$ cat config.mk
export PLATFORM = sky130hd
export DESIGN_NAME = rd_readout_sequencer
export DESIGN_NICKNAME = d
export VERILOG_FILES = /design/src/rtl/rd_readout_sequencer_pkg.sv /design/src/rtl/rd_wait_timer.sv /design/src/rtl/rd_readout_sequencer.sv
export SDC_FILE = /design/constraint.sdc
export NUM_CORES = 1
export LEC_CHECK = 0
export BUFFER_PORTS_ARGS = -buffer_cell sky130_fd_sc_hd__buf_2
export CORE_MARGIN = 2
export CORE_UTILIZATION = 46
export CTS_CLUSTER_DIAMETER = 30
export CTS_CLUSTER_SIZE = 25
export DETAILED_ROUTE_END_ITERATION = 10
export HOLD_SLACK_MARGIN = 0.1
export PLACE_DENSITY = 0.78
export SKIP_CTS_REPAIR_TIMING = 1
export SLEW_MARGIN = 40
export SYNTH_ARGS = -nofsm -noshare
export SYNTH_HDL_FRONTEND = slang
export SYNTH_HIERARCHICAL = 1
export SYNTH_SLANG_ARGS = --single-unit
$ cat constraint.sdc
create_clock -name CLK120 -period 3.3 [get_ports CLK120]
set_clock_uncertainty 0.15 [all_clocks]
set_input_delay 0.66 -clock CLK120 [delete_from_list [all_inputs] [get_ports CLK120]]
set_output_delay 0.66 -clock CLK120 [all_outputs]
set_load 0.01 [all_outputs]
$ cat src/rtl/rd_readout_sequencer_pkg.sv
// Shared RD interface definitions: status word layout, result codes and
// the readout sequencer state encoding.
package rd_readout_sequencer_pkg;

  // One bit per buffer (0..3) inside each 4-bit status field
  localparam int RD_BUF_FULL_SHIFT = 0;
  localparam int RD_BUF_BUSY_SHIFT = 4;
  localparam int RD_PARITY0_SHIFT  = 8;
  localparam int RD_PARITY1_SHIFT  = 12;
  localparam int RD_BUF_RNUM_SHIFT = 16;

  localparam logic [1:0] RES_OK           = 2'd0;
  localparam logic [1:0] RES_NO_DATA      = 2'd1;
  localparam logic [1:0] RES_BUSY_TIMEOUT = 2'd2;
  localparam logic [1:0] RES_PARITY       = 2'd3;

  typedef enum logic [2:0] {
    ST_IDLE,
    ST_CHECK,
    ST_WAIT,
    ST_REQ,
    ST_XFR,
    ST_CLR_RD,
    ST_REL_WCD,
    ST_FIN
  } rd_seq_state_e;

  function automatic logic [3:0] status_field(input logic [31:0] status, input int shift);
    return status[shift +: 4];
  endfunction

endpackage

$ cat src/rtl/rd_wait_timer.sv
// Loadable down-counter that saturates at zero; shared by RD watchdogs.
module rd_wait_timer #(
  parameter int DATA_W = 15
) (
  input  logic              CLK120,
  input  logic              RST,
  input  logic              load,
  input  logic [DATA_W-1:0] load_val,
  input  logic              dec,
  output logic [DATA_W-1:0] count,
  output logic              zero
);

  always_ff @(posedge CLK120) begin
    if (RST) begin
      count <= '0;
    end else if (load) begin
      count <= load_val;
    end else if (dec && (count != '0)) begin
      count <= count - DATA_W'(1);
    end
  end

  assign zero = (count == '0);

endmodule

$ cat src/rtl/rd_readout_sequencer.sv
// Reads out one RD event buffer: status check, bounded busy wait, DMA burst,
// RD full-flag clear and WCD buffer release.
module rd_readout_sequencer
  import rd_readout_sequencer_pkg::*;
#(
  parameter int BUSY_WAIT_CYCLES = 24000,
  parameter int XFR_WORDS        = 2048,
  parameter int BUF_ADDR_BITS    = 13
) (
  input  logic        CLK120,
  input  logic        RST,
  input  logic        START,
  input  logic [1:0]  BUF_RNUM,
  input  logic [31:0] RD_STATUS,
  output logic [31:0] RD_CONTROL,
  output logic        RD_CONTROL_WRITTEN,
  output logic        XFR_REQ,
  output logic [14:0] XFR_ADDR,
  output logic [11:0] XFR_LEN,
  input  logic        XFR_ACK,
  input  logic        XFR_DONE,
  output logic        WCD_RELEASE,
  output logic        BUSY,
  output logic        DONE,
  output logic [1:0]  RESULT
);

  localparam int TIMER_W = $clog2(BUSY_WAIT_CYCLES);

  rd_seq_state_e      state_r, state_nxt;
  logic [1:0]         buf_r, buf_nxt;
  logic [1:0]         result_r, result_nxt;
  logic [1:0]         ctrl_r, ctrl_nxt;
  logic               perr_r, perr_nxt;
  logic               tmr_load, tmr_dec, tmr_zero;
  logic [TIMER_W-1:0] tmr_count_unused;
  logic [3:0]         full_v, busy_v, par0_v, par1_v;
  logic               full_sel, busy_sel, par_sel;
  logic               unused_status;

  assign full_v   = status_field(RD_STATUS, RD_BUF_FULL_SHIFT);
  assign busy_v   = status_field(RD_STATUS, RD_BUF_BUSY_SHIFT);
  assign par0_v   = status_field(RD_STATUS, RD_PARITY0_SHIFT);
  assign par1_v   = status_field(RD_STATUS, RD_PARITY1_SHIFT);
  assign full_sel = full_v[buf_r];
  assign busy_sel = busy_v[buf_r];
  assign par_sel  = par0_v[buf_r] | par1_v[buf_r];
  assign unused_status = ^RD_STATUS[31:16];

  rd_wait_timer #(.DATA_W(TIMER_W)) u_wait_timer (
    .CLK120   (CLK120),
    .RST      (RST),
    .load     (tmr_load),
    .load_val (TIMER_W'(BUSY_WAIT_CYCLES - 1)),
    .dec      (tmr_dec),
    .count    (tmr_count_unused),
    .zero     (tmr_zero)
  );

  always_ff @(posedge CLK120) begin
    if (RST) begin
      state_r  <= ST_IDLE;
      buf_r    <= '0;
      result_r <= RES_OK;
      ctrl_r   <= '0;
      perr_r   <= 1'b0;
    end else begin
      state_r  <= state_nxt;
      buf_r    <= buf_nxt;
      result_r <= result_nxt;
      ctrl_r   <= ctrl_nxt;
      perr_r   <= perr_nxt;
    end
  end

  always_comb begin
    state_nxt  = state_r;
    buf_nxt    = buf_r;
    result_nxt = result_r;
    ctrl_nxt   = ctrl_r;
    perr_nxt   = perr_r;
    tmr_load   = 1'b0;
    tmr_dec    = 1'b0;
    case (state_r)
      ST_IDLE: begin
        if (START) begin
          buf_nxt    = BUF_RNUM;
          result_nxt = RES_OK;
          perr_nxt   = 1'b0;
          state_nxt  = ST_CHECK;
        end
      end
      ST_CHECK: begin
        if (full_sel) begin
          perr_nxt  = par_sel;
          state_nxt = ST_REQ;
        end else if (busy_sel) begin
          tmr_load  = 1'b1;
          state_nxt = ST_WAIT;
        end else begin
          result_nxt = RES_NO_DATA;
          state_nxt  = ST_REL_WCD;
        end
      end
      // FULL takes priority over an expiring timer in the same cycle
      ST_WAIT: begin
        if (full_sel) begin
          perr_nxt  = par_sel;
          state_nxt = ST_REQ;
        end else if (tmr_zero) begin
          result_nxt = RES_BUSY_TIMEOUT;
          ctrl_nxt   = buf_r;
          state_nxt  = ST_CLR_RD;
        end else begin
          tmr_dec = 1'b1;
        end
      end
      ST_REQ: begin
        if (XFR_ACK) begin
          if (XFR_DONE) begin
            result_nxt = perr_r ? RES_PARITY : RES_OK;
            ctrl_nxt   = buf_r;
            state_nxt  = ST_CLR_RD;
          end else begin
            state_nxt = ST_XFR;
          end
        end
      end
      ST_XFR: begin
        if (XFR_DONE) begin
          result_nxt = perr_r ? RES_PARITY : RES_OK;
          ctrl_nxt   = buf_r;
          state_nxt  = ST_CLR_RD;
        end
      end
      ST_CLR_RD:  state_nxt = ST_REL_WCD;
      ST_REL_WCD: state_nxt = ST_FIN;
      ST_FIN:     state_nxt = ST_IDLE;
      default:    state_nxt = ST_IDLE;
    endcase
  end

  assign BUSY               = (state_r != ST_IDLE);
  assign XFR_REQ            = (state_r == ST_REQ);
  assign XFR_ADDR           = XFR_REQ ? (15'(buf_r) << BUF_ADDR_BITS) : '0;
  assign XFR_LEN            = XFR_REQ ? 12'(XFR_WORDS - 1) : '0;
  assign RD_CONTROL         = {30'b0, ctrl_r};
  assign RD_CONTROL_WRITTEN = (state_r == ST_CLR_RD);
  assign WCD_RELEASE        = (state_r == ST_REL_WCD);
  assign DONE               = (state_r == ST_FIN);
  assign RESULT             = result_r;

endmodule
==> results of run 1 <==
## power by group
group / leakage, nW / internal (W) / switching (W)
sequential: 0.204 / 0.000396 / 0.000118
clock: 0.0228 / 0.0000865 / 0.0000983
combinational: 0.749 / 0.000473 / 0.000670
## synth_stat cells (2+ instances only)
cell / number
conb_1: 2
nor4_1: 9
xnor2_1: 9
nand3_1: 9
buf_4: 55
or2b_1: 2
or3_1: 2
inv_1: 8
nand2b_1: 7
a21oi_1: 12
a41oi_1: 2
or4_4: 2
nand3b_1: 2
nor3b_1: 2
a211oi_1: 12
clkbuf_1: 9
o31ai_1: 2
dfxtp_1: 25
buf_2: 2
nor3_1: 10
nor2_1: 22
a311oi_1: 4
and2_1: 2
mux2i_1: 3
a22oi_1: 2
o21ai_0: 3
nand2_1: 13
nor2b_1: 5
## sequential cells by signal, indices dropped and copies added, names as in the netlist
signal,flops
RESULT,2
buf_r,2
ctrl_r,2
perr_r,1
state_r,3
u_wait_timer/count,15
## path summary, 6_finish.rpt
kind,cells after the start,slack (ps),from,to
min,2,340,ctrl_r[0],ctrl_r[0]
max reg2reg,11,260,u_wait_timer/count[0],u_wait_timer/count[4]
max,11,260,u_wait_timer/count[0],u_wait_timer/count[4]
min reg2reg,2,340,ctrl_r[0],ctrl_r[0]
## through the flow
| step | cell area [sq um] | setup slack (ps) | hold slack, ps | utilization [%] |
|---|---|---|---|---|
| after detailed placement | 2133 | 310.2 | 321.2 | 49.33 |
| after global routing | 2178 | 27.06 | 351.0 | 50.38 |
| after CTS | 2178 | 270.0 | 337.5 | 50.38 |
| after floorplan | 2278 | 308.2 | 322.2 | - |
| final | 2178 | 257.4 | 335.9 | 50.38 |
| after global placement | 2133 | 298.4 | 319.8 | 49.33 |
## final cells by class
type / count / area [sq um] / share of cell area, %
Multi-Input combinational cell: 220 / 1280 / 58.76
Sequential cell: 25 / 500.5 / 22.98
Timing Repair Buffer: 49 / 257.7 / 11.83
Tap cell: 52 / 65.06 / 2.987
Clock buffer: 4 / 45.04 / 2.068
Inverter: 8 / 30.03 / 1.379
## logic make-up after synthesis
group / after synthesis
xor gates and xnor gates: 10
muxes: 5
DFF: 25
adders and majority gates: 1
other: 2
AOI/OAI and AO/OA: 49
buffers and inverters: 75
and+or+nand+nor: 96
## worst register-to-register path: cells and delay by family, from the launching register on
family                     cells  cell delay (ps)
xor gates and xnor gates       1              180
DFF                            1              380
buffers and inverters          3              350
adders and majority gates      1              220
AOI/OAI and AO/OA              2              550
and+or+nand+nor                4             1080
## layer usage
layer / routed length (um) / share of wire (%) / vias up
li1: - / - / 915
met1: 1778 / 44 / 844
met2: 1899 / 47 / 96
met3: 310 / 7.6 / 6
met4: 69 / 1.7 / 0
met5: 0 / 0 / -
==> metrics.txt, run 1 <==
outcome=complete, no violations; peak supply drop=around 0.29 mV; die height=between 70 and 80 um; XOR/XNOR share of the synthesized area=~4.2%; grt met2 use=a little over a quarter; initial antenna violation count=0; fin cells=~360; most frequent cells in the layout=59 x conb_1, 44 x buf_2, 25 x dfxtp_1; clk sinks=25; CP max-delay cell=or4_4; crit path kind=flip-flop to flip-flop; Post-Syn Area=roughly 2100 sq um; post-synth top area cell=dfxtp_1; commonest non-fill, non-tap cell in the layout=conb_1; Initial DRT Pass Iterations=4; via/cell ratio=between 5 and 6; share of the synthesized area in the top cell type=24.24%; CTS tree=built; total routed wirelength=around 4100 um; Placer Congestion=0.8907; clk_lat worst skew=270 ps; Post-DP HPWL=3006 um; Adder-Cell Fraction of Synth Area=less than 1%; Fin. Hold Viols=0; row count=24; Synth Instances=around 260; grt ovf=0; Primary FF master, synth=dfxtp_1; delay-heaviest family, CP=simple AND/OR/NAND/NOR gates; num ports=105; met3 usage=under 10%; Worst-path clk slew=90 ps; CP peak stage delay=between 500 and 600 ps; placed cells=approximately 350; largest net degree at the start of global routing=30; Final Max Tran Viols=0; WL per Instance=around 11 um; largest family of logic cells by synthesized area=simple AND/OR/NAND/NOR gates; number of remaining DRC errors=0; max frequency=roughly 0.33 GHz; compound-gate portion of the synthesized area=around 17%; register area share after synthesis=between 20% and 30%; Crit. End Element=flip-flop; Pleak=slightly below 1 nW; met1 Resource Use GR=20.49%; largest cells by area after synthesis=dfxtp_1 24%, buf_4 20%, a211oi_1 4.4%, nor2_1 4.0%, xnor2_1 3.8%; nets=347; number of port buffers=44; Root Driver=clkbuf_8; Post-synth EDFFs=0; vias in the first global route=around 1500; Core Box Area=roughly 4300 sq um; global-route wire length before repair=6706 um; maxcap violations=0; Slew headroom=a little under three fifths; Fillers=435; CTS Buf Count=3; Cell Chain, Critical Path=inv_1 -> ha_1 -> nor2b_1 -> and2_1 -> and2_2 -> or4_4 -> inv_1 -> inv_1 -> a2111oi_0 -> xnor2_1 -> a21oi_1; Async SR Flop Fraction=0%; endpoints failing setup=0; Buf/Inv on CP=3; gr usage total=16.02%; Seq cells post-synth=25; final period utilization=between 90 and 100%; worst-path fanout max=6; Worst Hold Class=flip-flop to flip-flop; aggregate negative setup slack=0 ps; Routed Antenna Nets=0; Final Critical Period=roughly 3000 ps; WP data arrival=roughly 3000 ps; Initial DRC Count=77; most used cell, CP=inv_1; mux cell area share after synthesis=3.818%; Area Growth Syn to Fin=5.515%; Required @ worst endpoint=3280 ps; DR vias=1861; die width=just over 70 um; Cell variety after synth=54; Initial Util=around 48%; Startpoint Class=flip-flop; Die ar.=5040 sq um; actual slew at the worst max-slew pin=between 600 and 700 ps; CTS H-tree lvls=1; simple-gate area share of the yosys netlist=roughly a quarter; CTS Buffer Depth=2; RSZ-0062 raised after global routing=no; Inserted Diodes=0; Pwr Total=about 0.0018 W; proportion of layout cells with a drive suffix above 1=just under 20%; Yosys Warn Count=6; gr busiest metal=met2; syn_area_per_cell=a little under 8 sq um; Pwr Density=about 850 nW/um^2
Power figures use the tool's default switching activity.
==> run 2: changes to the inputs <==
--- a/config.mk
+++ b/config.mk
@@ -14,3 +14,3 @@
 export HOLD_SLACK_MARGIN = 0.1
-export PLACE_DENSITY = 0.78
+export PLACE_DENSITY = 0.81
 export SKIP_CTS_REPAIR_TIMING = 1
==> constraint.sdc (replaced) <==
create_clock -name CLK120 -period 3.3 [get_ports CLK120]
set_clock_uncertainty 0.15 [all_clocks]
set_input_delay 0.33 -clock CLK120 [delete_from_list [all_inputs] [get_ports CLK120]]
set_output_delay 0.33 -clock CLK120 [all_outputs]
set_load 0.01 [all_outputs]
==> run 2 against run 1 <==
Via count shrank 2.8%. Non-clock buffer count shrank 2. Maximum frequency shrank 2.2%. Register-to-register slack lost 70 ps. Die area is the same. Largest cell class unchanged. Largest power group unchanged.
==> metrics.txt, run 2 (synthesized netlist as in run 1, its figures left out) <==
CP peak stage delay=550 ps (about the same); Initial Util=47.74% (unchanged); clk sinks=25 (unchanged); FF-to-FF setup slack=190 ps (-70 ps); Root Driver=clkbuf_8; Post-Layout Inst Area=2171 sq um (-0.34%); Post-DP Area=2118 sq um (-0.70%); initial antenna violation count=0 (unchanged); Top reg by flops=u_wait_timer/count; largest net degree at the start of global routing=30 (unchanged); max frequency=0.3214 GHz (-2.2%); final period utilization=94.28% (+2.1 points); Sequential Power Share=28.6% (+0.7 points); Cell Int Power=0.0009222 W (-3.4%); WP data arrival=3090 ps (+70 ps); power share of the clock group=10.4% (+0.4 points); row count=24 (unchanged); Pwr Density=830.8 nW/um^2 (-1.7%); RR Startpoint=u_wait_timer/count[0]; global-route wire length before repair=6555 um (-2.3%); maxcap violations=0 (unchanged); Placer Congestion=0.8921 (+0.16%); most frequent cells in the layout=59 x conb_1, 44 x buf_2, 25 x dfxtp_1; Worst-path clk slew=90 ps (about the same); grt ovf=0 (unchanged); combinational group share of total power=61.0% (-1.1 points); Crit. End Element=flip-flop; Pwr Total=0.001803 W (-2.1%); Cell Chain, Critical Path=inv_1 -> ha_1 -> nor2b_1 -> and2_1 -> and2_2 -> or4_4 -> inv_1 -> inv_1 -> a2111oi_0 -> xnor2_1 -> a21oi_1; CP Depth=11 (unchanged); via/cell ratio=5.081 (-2.2%); RSZ-0062 raised after global routing=yes; Die ar.=5040 sq um (unchanged); actual slew at the worst max-slew pin=684.9 ps (+35.15 ps); nets=345 (-0.58%); grt met2 use=24.71% (-2.6 points); Fin. Hold Viols=0 (unchanged); max reg flops=15 (unchanged); vias in the first global route=1477 (-2.5%); CP max-delay cell=or4_4; most used cell, CP=inv_1; Routed Antenna Nets=0 (unchanged); Initial DRT Pass Iterations=4 (unchanged); Buf/Inv on CP=3 (unchanged); delay-heaviest family, CP=simple AND/OR/NAND/NOR gates; Slew headroom=54.29% (-2.3 points); CTS tree=built; worst-path fanout max=6 (unchanged); die height=70.99 um (unchanged); Required @ worst endpoint=3280 ps (about the same); CTS Buffer Depth=2 (unchanged); Startpoint Class=flip-flop; CTS Buf Count=3 (unchanged); Initial DRC Count=86 (+12%); number of remaining DRC errors=0 (unchanged); Core Box Area=4324 sq um (unchanged); DR vias=1809 (-2.8%); Inserted Diodes=0 (unchanged); crit path kind=flip-flop to flip-flop; critical path endpoint=u_wait_timer/count[4]; die width=70.99 um (unchanged); Worst Hold Class=input port to flip-flop; num ports=105 (unchanged); met1 Resource Use GR=22.31% (+1.8 points); worst r2r dst=u_wait_timer/count[4]; Pleak=0.9693 nW (-0.63%); Area Growth Syn to Fin=5.151%; Final Max Tran Viols=0 (unchanged); Sw Pwr=0.0008812 W (-0.59%); gr usage total=15.73% (-0.28 points); Sw Ratio=48.86% (+0.72 points); proportion of layout cells with a drive suffix above 1=19.41% (+0.13 points); WL per Instance=11.11 um (-2.0%); met3 usage=1.852% (+0.28 points); aggregate negative setup slack=0 ps (unchanged); endpoints failing setup=0 (unchanged); Post-DP HPWL=3028 um (+0.72%); FF-to-FF path depth=11 (unchanged); commonest non-fill, non-tap cell in the layout=conb_1; peak supply drop=0.3504 mV (+21%); Crit. Startpoint=u_wait_timer/count[0]; Final Critical Period=3111 ps (+68.74 ps); number of port buffers=44 (unchanged); outcome=complete, no violations; clk_lat worst skew=280 ps (about the same); gr busiest metal=met2; total routed wirelength=3956 um (-2.5%); Largest regs=u_wait_timer/count: 15 flops, state_r: 3 flops; CTS H-tree lvls=1 (unchanged)
## run 2: cell types whose count changed in the layout (fill, tap and decap cells not counted)
cell      previous run  this run
buf_4                5         3
clkbuf_1             1         0
clkinv_2             0         1
nor4_1               9         8
nor4_2               0         1
## run 2: worst reg2reg max path, delay by kind of cell (launching register included)
family                     cells  cell delay [ps]
DFF                            1              370
buffers and inverters          3              310
xor gates and xnor gates       1              180
adders and majority gates      1              210
AOI/OAI and AO/OA              2              580
and+or+nand+nor                4             1160
## run 2: worst min-delay path by stage
| stage | start | end | slack, ps | depth (start not counted) |
|---|---|---|---|---|
| 5_1_grt | BUF_RNUM[1] | buf_r[1] | 160 | 3 |
| 3_5_place_dp | ctrl_r[1] | ctrl_r[1] | 330 | 2 |
| 2_1_floorplan | RST | u_wait_timer/count[6] | 250 | 1 |
| 4_1_cts | BUF_RNUM[0] | buf_r[0] | 150 | 3 |
| 6_report | BUF_RNUM[0] | buf_r[0] | 150 | 3 |
| 3_3_place_gp | ctrl_r[0] | ctrl_r[0] | 320 | 2 |
## run 2: cell type report
class	instances	area, sq um
clock inverter	1	5.005
tap	52	65.06
timing repair buffer	47	242.7
fill	419	2153
clock buffer	3	41.29
sequential	25	500.5
inverter	8	30.03
multi-input combinational	220	1286
## run 2: power by group through the flow
stage	logic [W]	clock network [W]	registers [W]
floorplan	0.000983	0	0.000464
global placement	0.00105	0	0.000518
detailed placement	0.00108	0	0.000519
CTS	0.00108	0.000191	0.000514
global route	0.00124	0.000203	0.000536
finish	0.00110	0.000188	0.000516
## run 2: through the flow
step                      setup WS, ps  hold slack [ps]  utilization [%]  cells
after global placement           250.2            317.8            48.99    352
after floorplan                  308.2            252.1                -    320
after detailed placement         233.2            331.5            48.99    352
after CTS                        213.5            148.5            50.06    356
final                            188.7            147.3            50.20    356
after global routing            -52.11            164.6            50.20    356
## run 2: layer usage
metal,up-vias,wire length (um)
li1,908,-
met1,800,1835
met2,94,1768
met3,7,295
met4,0,56
met5,-,0
==> run 3: changes to the inputs <==
Settings changed: CORE_UTILIZATION 46 to 47, CTS_BUF_LIST set to sky130_fd_sc_hd__clkbuf_4 sky130_fd_sc_hd__clkbuf_8, PLACE_DENSITY 0.81 to 0.82.
==> run 3 against run 2 <==
Via count grew 0.83%. Worst hold slack gained 8.9 ps. Critical path depth is the same. Power is essentially flat. Global-route usage grew 0.24 points. Die area shrank 2.0%. Clock-buffer cell count is the same. Largest cell class unchanged.
==> metrics.txt, run 3 (synthesized netlist as in run 1, its figures left out) <==
Core Box Area=4294 sq um (-0.69%); most frequent cells in the layout=59 x conb_1, 44 x buf_2, 25 x dfxtp_1; Startpoint Class=flip-flop; Crit. End Element=flip-flop; largest net degree at the start of global routing=30 (unchanged); WP data arrival=3130 ps (+40 ps); Placer Congestion=0.8892 (-0.33%); Die ar.=4939 sq um (-2.0%); slack of the critical path=202.2 ps (+13.55 ps); Worst Hold Class=input port to flip-flop; WL per Instance=11.18 um (+0.61%); CP max-delay cell=or4_4; clk sinks=25 (unchanged); Final Max Tran Viols=0 (unchanged); die height=70.28 um (-1.0%); Fillers=422 (+0.72%); max reg flops=15 (unchanged); row count=24 (unchanged); DR vias=1824 (+0.83%); maxcap violations=0 (unchanged); endpoints failing setup=0 (unchanged); Pwr Total=0.001804 W (about the same); fin cells=355 (-0.28%); commonest non-fill, non-tap cell in the layout=conb_1; global-route wire length before repair=6679 um (+1.9%); Root Driver=clkbuf_8; gr usage total=15.97% (+0.24 points); outcome=complete, no violations; crit path kind=flip-flop to flip-flop; Initial DRC Count=82 (-4.7%); final period utilization=93.87% (-0.41 points); max frequency=0.3228 GHz (+0.44%); CTS Buf Count=3 (unchanged); Inserted Diodes=0 (unchanged); Initial DRT Pass Iterations=4 (unchanged); Cell Chain, Critical Path=inv_1 -> ha_1 -> nor2b_1 -> and2_1 -> and2_2 -> or4_4 -> inv_1 -> nand3_1 -> nor4_1 -> xnor2_1 -> a211oi_1; most used cell, CP=inv_1; CTS H-tree lvls=1 (unchanged); Pwr Density=835.9 nW/um^2 (+0.62%); via/cell ratio=5.138 (+1.1%); Fin. Hold Viols=0 (unchanged); clk_lat worst skew=270 ps (about the same); RSZ-0062 raised after global routing=yes; Pleak=0.9634 nW (-0.61%); Slew headroom=51.45% (-2.8 points); proportion of layout cells with a drive suffix above 1=18.81% (-0.60 points); peak supply drop=0.2596 mV (-26%); CTS Buffer Depth=2 (unchanged); worst-path fanout max=6 (unchanged); vias in the first global route=1566 (+6.0%); actual slew at the worst max-slew pin=728.2 ps (+43.32 ps); placed cells=351 (-0.28%); Final Critical Period=3098 ps (-13.55 ps); die width=70.28 um (-1.0%); CTS tree=built; grt ovf=0 (unchanged); Area Growth Syn to Fin=4.545%; Largest regs=u_wait_timer/count: 15 flops, state_r: 3 flops; CP peak stage delay=560 ps (about the same); initial antenna violation count=0 (unchanged); Initial Util=48.08% (+0.33 points); Required @ worst endpoint=3330 ps (+50 ps); nets=344 (-0.29%); Post-DP HPWL=2984 um (-1.4%); num ports=105 (unchanged); number of remaining DRC errors=0 (unchanged); dpl ws=191.6 ps (-41.56 ps); Top reg by flops=u_wait_timer/count; worst hold slack=156.2 ps (+8.913 ps); number of port buffers=44 (unchanged); Routed Antenna Nets=0 (unchanged); Worst-path clk slew=90 ps (about the same); total routed wirelength=3969 um (+0.33%)
[run 3: through the flow]
stage / utilization (%) / TNS, ps / instance area [sq um]
2_1_floorplan: - / 0 / 2278
3_3_place_gp: 49.16 / 0 / 2111
3_5_place_dp: 49.16 / 0 / 2111
4_1_cts: 50.23 / 0 / 2157
5_1_grt: 50.26 / -87.22 / 2158
6_report: 50.26 / 0 / 2158
[run 3: worst max-delay path: cells and delay by family, from the launching register on]
family                     cells  cell delay [ps]
AOI/OAI and AO/OA              1              220
xor gates and xnor gates       1              120
adders and majority gates      1              220
buffers and inverters          2              220
DFF                            1              380
and+or+nand+nor                6             1710
[run 3: where the power goes]
group,internal (W),switching [W]
clock network,0.0000844,0.0000979
registers,0.000396,0.000135
logic,0.000439,0.000652
[run 3: layout make-up]
class / instances / area [sq um] / share of cell area (%)
clock inverter: 1 / 5.005 / 0.2319
clock buffer: 3 / 41.29 / 1.913
multi-input combinational: 220 / 1281 / 59.36
sequential: 25 / 500.5 / 23.19
timing repair buffer: 46 / 235.2 / 10.90
tap: 52 / 65.06 / 3.014
inverter: 8 / 30.03 / 1.391
[run 3: per-layer routing]
metal / GRT usage, % / wire, um / up-vias / part of all wire (%)
met1: 20.29 / 1733 / 829 / 44
li1: - / - / 904 / -
met3: 1.443 / 290 / 4 / 7.3
met4: 6.197 / 36 / 0 / 0.91
met5: 0 / 0 / - / 0
met2: 27.78 / 1908 / 87 / 48
[run 3: worst paths after layout]
kind | endpoint | depth (start not counted) | from | slack, ps
worst min-delay path | buf_r[0] | 3 | BUF_RNUM[0] | 160
worst max-delay path | u_wait_timer/count[13] | 11 | u_wait_timer/count[0] | 200
worst max register to register | u_wait_timer/count[13] | 11 | u_wait_timer/count[0] | 200
worst min register to register | ctrl_r[0] | 2 | ctrl_r[0] | 340
